--- src/rtl/add_reservation_unit.sv ---
// add_reservation_unit
//   Adder/subtractor functional unit sitting behind the ADD dispatch port.
//   Accepts one operation when not busy, executes it for LATENCY cycles,
//   requests the common data bus, and broadcasts tag+result for one cycle
//   once granted.
//
// Ports
//   clk, rst          : clock, synchronous active-high reset
//   issue_valid/tag/op1/op2/sub : dispatched operation (sub=1 -> op1-op2)
//   flush             : squash the in-flight operation
//   add_busy          : unit cannot accept an issue this cycle
//   cdb_req/cdb_grant : CDB request/grant handshake
//   cdb_valid/tag/data: one-cycle CDB broadcast; tag/data hold between strobes
//   bad_issue         : sticky flag, an issue with tag 0 was attempted
module add_reservation_unit #(
  parameter int unsigned LATENCY = 2,
  parameter int unsigned TAG_W   = 3,
  parameter int unsigned DATA_W  = 8
) (
  input  logic              clk,
  input  logic              rst,
  input  logic              issue_valid,
  input  logic [TAG_W-1:0]  issue_tag,
  input  logic [DATA_W-1:0] issue_op1,
  input  logic [DATA_W-1:0] issue_op2,
  input  logic              issue_sub,
  input  logic              flush,
  output logic              add_busy,
  output logic              cdb_req,
  input  logic              cdb_grant,
  output logic              cdb_valid,
  output logic [TAG_W-1:0]  cdb_tag,
  output logic [DATA_W-1:0] cdb_data,
  output logic              bad_issue
);

  typedef enum logic [1:0] {
    S_IDLE,
    S_EXEC,
    S_WAIT_CDB,
    S_BCAST
  } state_t;

  localparam logic [3:0] CNT_INIT = 4'(LATENCY - 1);

  state_t            state_q, state_d;
  logic [3:0]        cnt_q, cnt_d;
  logic [TAG_W-1:0]  tag_q, tag_d;
  logic [DATA_W-1:0] op1_q, op1_d;
  logic [DATA_W-1:0] op2_q, op2_d;
  logic              sub_q, sub_d;
  logic [DATA_W-1:0] result_q, result_d;
  logic [TAG_W-1:0]  cdb_tag_q, cdb_tag_d;
  logic [DATA_W-1:0] cdb_data_q, cdb_data_d;
  logic              bad_issue_q, bad_issue_d;

  logic [DATA_W-1:0] alu_out;
  logic              can_issue;

  // Two's complement subtract; carry/borrow out is dropped by the width.
  always_comb begin
    if (sub_q) alu_out = op1_q + ~op2_q + DATA_W'(1);
    else       alu_out = op1_q + op2_q;
  end

  always_comb begin
    state_d     = state_q;
    cnt_d       = cnt_q;
    tag_d       = tag_q;
    op1_d       = op1_q;
    op2_d       = op2_q;
    sub_d       = sub_q;
    result_d    = result_q;
    cdb_tag_d   = cdb_tag_q;
    cdb_data_d  = cdb_data_q;
    bad_issue_d = bad_issue_q;
    can_issue   = (state_q == S_IDLE) || (state_q == S_BCAST);

    case (state_q)
      S_IDLE: ;
      S_EXEC: begin
        if (flush) begin
          state_d = S_IDLE;
        end else if (cnt_q == '0) begin
          result_d = alu_out;
          state_d  = S_WAIT_CDB;
        end else begin
          cnt_d = cnt_q - 4'd1;
        end
      end
      S_WAIT_CDB: begin
        // flush wins over a simultaneous grant: nothing is broadcast.
        if (flush) begin
          state_d = S_IDLE;
        end else if (cdb_grant) begin
          state_d    = S_BCAST;
          cdb_tag_d  = tag_q;
          cdb_data_d = result_q;
        end
      end
      S_BCAST: state_d = S_IDLE;
      default: state_d = S_IDLE;
    endcase

    // Issue acceptance overrides the BCAST->IDLE return for back-to-back ops.
    if (can_issue && issue_valid) begin
      if (issue_tag == '0) begin
        bad_issue_d = 1'b1;
      end else if (!flush) begin
        tag_d   = issue_tag;
        op1_d   = issue_op1;
        op2_d   = issue_op2;
        sub_d   = issue_sub;
        cnt_d   = CNT_INIT;
        state_d = S_EXEC;
      end
    end
  end

  always_ff @(posedge clk) begin
    if (rst) begin
      state_q     <= S_IDLE;
      cnt_q       <= '0;
      tag_q       <= '0;
      op1_q       <= '0;
      op2_q       <= '0;
      sub_q       <= 1'b0;
      result_q    <= '0;
      cdb_tag_q   <= '0;
      cdb_data_q  <= '0;
      bad_issue_q <= 1'b0;
    end else begin
      state_q     <= state_d;
      cnt_q       <= cnt_d;
      tag_q       <= tag_d;
      op1_q       <= op1_d;
      op2_q       <= op2_d;
      sub_q       <= sub_d;
      result_q    <= result_d;
      cdb_tag_q   <= cdb_tag_d;
      cdb_data_q  <= cdb_data_d;
      bad_issue_q <= bad_issue_d;
    end
  end

  assign add_busy  = (state_q == S_EXEC) || (state_q == S_WAIT_CDB);
  assign cdb_req   = (state_q == S_WAIT_CDB);
  assign cdb_valid = (state_q == S_BCAST);
  assign cdb_tag   = cdb_tag_q;
  assign cdb_data  = cdb_data_q;
  assign bad_issue = bad_issue_q;

endmodule

--- config.mk ---
export PLATFORM = sky130hd
export DESIGN_NAME = add_reservation_unit
export DESIGN_NICKNAME = d
export VERILOG_FILES = /design/src/rtl/add_reservation_unit.sv
export SDC_FILE = /design/constraint.sdc
export NUM_CORES = 1
export LEC_CHECK = 0
export CAP_MARGIN = 25
export CORE_MARGIN = 3
export CORE_UTILIZATION = 25
export DETAILED_ROUTE_END_ITERATION = 16
export DONT_BUFFER_PORTS = 1
export SYNTH_ARGS = -nofsm -noshare
export SYNTH_HDL_FRONTEND = slang
export SYNTH_SLANG_ARGS = --single-unit
--- constraint.sdc ---
create_clock -name clk -period 6.2 [get_ports clk]
set_clock_uncertainty 0.2 [all_clocks]
set_input_delay 0 -clock clk [delete_from_list [all_inputs] [get_ports clk]]
set_output_delay 0 -clock clk [all_outputs]
set_load 0.02 [all_outputs]
==> results.cfg <==
[sta]
finalSetupTns_ns = 0
fin_crit_sh_pct = 52.5
finalCriticalPeriod_ns = 3.26
tightest_slew_ns = 0.815
fmax_ghz = 0.307
setup_viol = 0
finalMaxSlewViolations = 0
whs_ns = 0.0109
rsz0062_at_grt = no
hold_viol = 0
maxSlewHeadroom_pct = 45.6

[yosys]
synth_edf_count = 0
yosys.area.top_type = dfxtp_1
yosys-top-cells-count = nand2_1 (59), a21oi_1 (46), dfxtp_1 (46), nand3_1 (21), ha_1 (19)
synth_most_common_cell = nand2_1
ys_ff_latch = 46
synth_ff_type = dfxtp_1
ys_seq_area_share_pct = 38.5
ys_async_sr_fraction_pct = 0
yosys.area.top_type_share_pct = 38.5
postSynthAreaPerCell_um2 = 7.89
synth_cell_types = 42
synth.cell_area_mm2 = 0.00239
syn-num-nets = 349
synthCells = 303
ys_top_cells_by_area = dfxtp_1 (39%), ha_1 (9.9%), a21oi_1 (9.6%)
ys_warn_count = 0

[cts]
cts_resized = 0
cts_made_buffers = 5
clock_sinks = 46
cts_buffer_depth = 2
cts_setup_buffers = 0
htree_levels = 2
clk_pin_slew_ns = 0.10
clock_latency_ns = 0.30
cts_tree = yes
root_buffer = clkbuf_8

[critical_path]
cp.buffers_inverters = 4
cpPeakStageDelay_ns = 0.57
cp_cell_sequence = inv_1 > ha_1 > nor2b_1 > nand2b_1 > nor2_1 > buf_4 > nand2_1 > dlygate4sd3_1 > a21oi_1 > dlygate4sd3_1
crit_fanout = 24
crit_type = reg -> reg
worst_path_max_delay_cell = dlygate4sd3_1
critPathArrivalTime_ns = 3.31
critPathLaunchType = register
cpLargestDelayFamily = buffers and inverters
path_common_cell = dlygate4sd3_1
crit_required_ns = 6.25
crit_path_end_kind = register

[power]
power_density_mw_per_mm2 = 205
power.share.sequential_pct = 48.7
p_int_mw = 0.473
clkPwrFrac_pct = 35.8
peakVddDrop_mv = 0.105
p_leak_nw = 1.13
p_switching_mw = 0.173
power_frac_comb_pct = 15.5
p_sw_share_pct = 26.7

[worst_hold_path]
hp-class = in -> reg

[final_layout]
finalInstanceArea_mm2 = 0.00314
nFillCells = 1001
antenna_cells = 0
drive_gt1_share_pct = 4.30
fin_util_pct = 33.8
final_nets = 394
regArea_um2 = 921
synthToLayoutAreaGrowth_pct = 31.4
multi_input_area_mm2 = 0.00133

[placed_design]
dpl-instance-area_mm2 = 0.00250
io_buffers = 0
detailed_place_hpwl_um = 4280
globalplace.congestion = 0.793

[global_route]
grt_max_degree = 47
grt_pass1_vias = 2142
grt_pass1_wl_um = 10400
antenna_found_initial = 0
grt-ovfl-total = 0
grtUsageTotal_pct = 11.6

[routing]
viasPerCell = 4.65
dr.pass1.iters = 5
drc = 0
detail_route.wirelength_um = 6240
detail_route.wl_per_cell_um = 13.0
drtIter0Drc = 76
ant_nets = 0
vias = 2225

[floorplan]
fp.dieW_um = 104
start_util_pct = 25.7
die_h_um = 104
dieArea_mm2 = 0.0108
coreArea_mm2 = 0.00928
io_pins = 40
num_rows = 35

[job]
max-cap-violations = 0

[status]
status = finished, final reports clean
flip-flops by register name, indices dropped and copies added (netlist names), 2 cells and up:
signal	count
cdb_data	8
op1_q	8
op2_q	8
result_q	8
cnt_q	4
cdb_tag	3
tag_q	3
state_q	2
final timing paths:
check / end / cells past startpoint / slack (ns) / startpoint
max: op1_q[3]$_SDFFE_PP0P_ / 10 / 2.94 / state_q[0]$_SDFF_PP0_
min: cnt_q[2]$_SDFF_PP0_ / 4 / 0.01 / issue_tag[0]
max reg2reg: op1_q[3]$_SDFFE_PP0P_ / 10 / 2.94 / state_q[0]$_SDFF_PP0_
min reg2reg: tag_q[0]$_SDFFE_PP0P_ / 2 / 0.26 / tag_q[0]$_SDFFE_PP0P_
through the flow:
| step | power (mW) | cells | worst slack, ns |
|---|---|---|---|
| 2_1_floorplan | 0.377 | 303 | 4.00 |
| 3_3_place_gp | 0.386 | 418 | 3.69 |
| 3_5_place_dp | 0.389 | 418 | 3.59 |
| 4_1_cts | 0.649 | 478 | 3.00 |
| 5_1_grt | 0.672 | 478 | 2.68 |
| 6_report | 0.645 | 478 | 2.94 |
layout by cell type, fill, tap and decap left out, drive strengths merged, types with 2 or more instances in the layout:
cell and instances:
o2111ai 2, mux2i 2, clkinv 2, fa 2
or3 2, nand3 21, clkbuf 5, nor2b 3
o21ai 5, nand2 59, o22ai 2, xnor2 3
nor3 8, or4 3, dlygate4sd3 51, o311ai 2
a211oi 8, nor2 14, ha 19, nand2b 4
buf 3, a21oi 46, dfxtp 46, inv 19
a2111oi 3
timing repair:
| action | 4_1_cts | 5_1_grt |
|---|---|---|
| hold endpoints to repair | 46 | 0 |
| setup endpoints to repair | 0 | 0 |
| hold buffers | 52 | 0 |
power by group through the flow:
stage / Combinational, mW / Clock (mW) / Sequential (mW)
3_5_place_dp: 0.0679 / 0 / 0.321
6_report: 0.100 / 0.231 / 0.314
4_1_cts: 0.0993 / 0.236 / 0.314
2_1_floorplan: 0.0595 / 0 / 0.318
3_3_place_gp: 0.0656 / 0 / 0.320
5_1_grt: 0.113 / 0.244 / 0.315
logic make-up after synthesis:
kind of cell	count (synthesis)	synth area share (%)
adders and majority gates	21	11.6
xor gates and xnor gates	3	1.10
DFF	46	38.5
and+or+nand+nor	120	22.9
AOI/OAI and AO/OA	76	19.1
muxes	2	0.838
buffers and inverters	35	5.86
tightest hold or removal path: cells and delay by family:
kind,cells,cell delay (ns)
and+or+nand+nor,3,0.41
AOI/OAI and AO/OA,1,0.06
metal layers:
metal  global-route usage (%)  vias up  share of wire (%)
met5                        0        -                  0
met4                     2.66        0                1.2
met3                     2.62        6                3.8
met2                     19.0       43                 47
met1                     15.5     1040                 49
li1                         -     1136                  -
cell type report:
cell class	instances	area share (%)
inverter	19	2.27
tap	129	5.14
multi-input combinational	222	42.3
timing repair buffer	54	17.4
sequential	46	29.3
clock buffer	5	2.19
clock inverter	3	1.39
No activity file was read; power rests on OpenSTA's default activity.
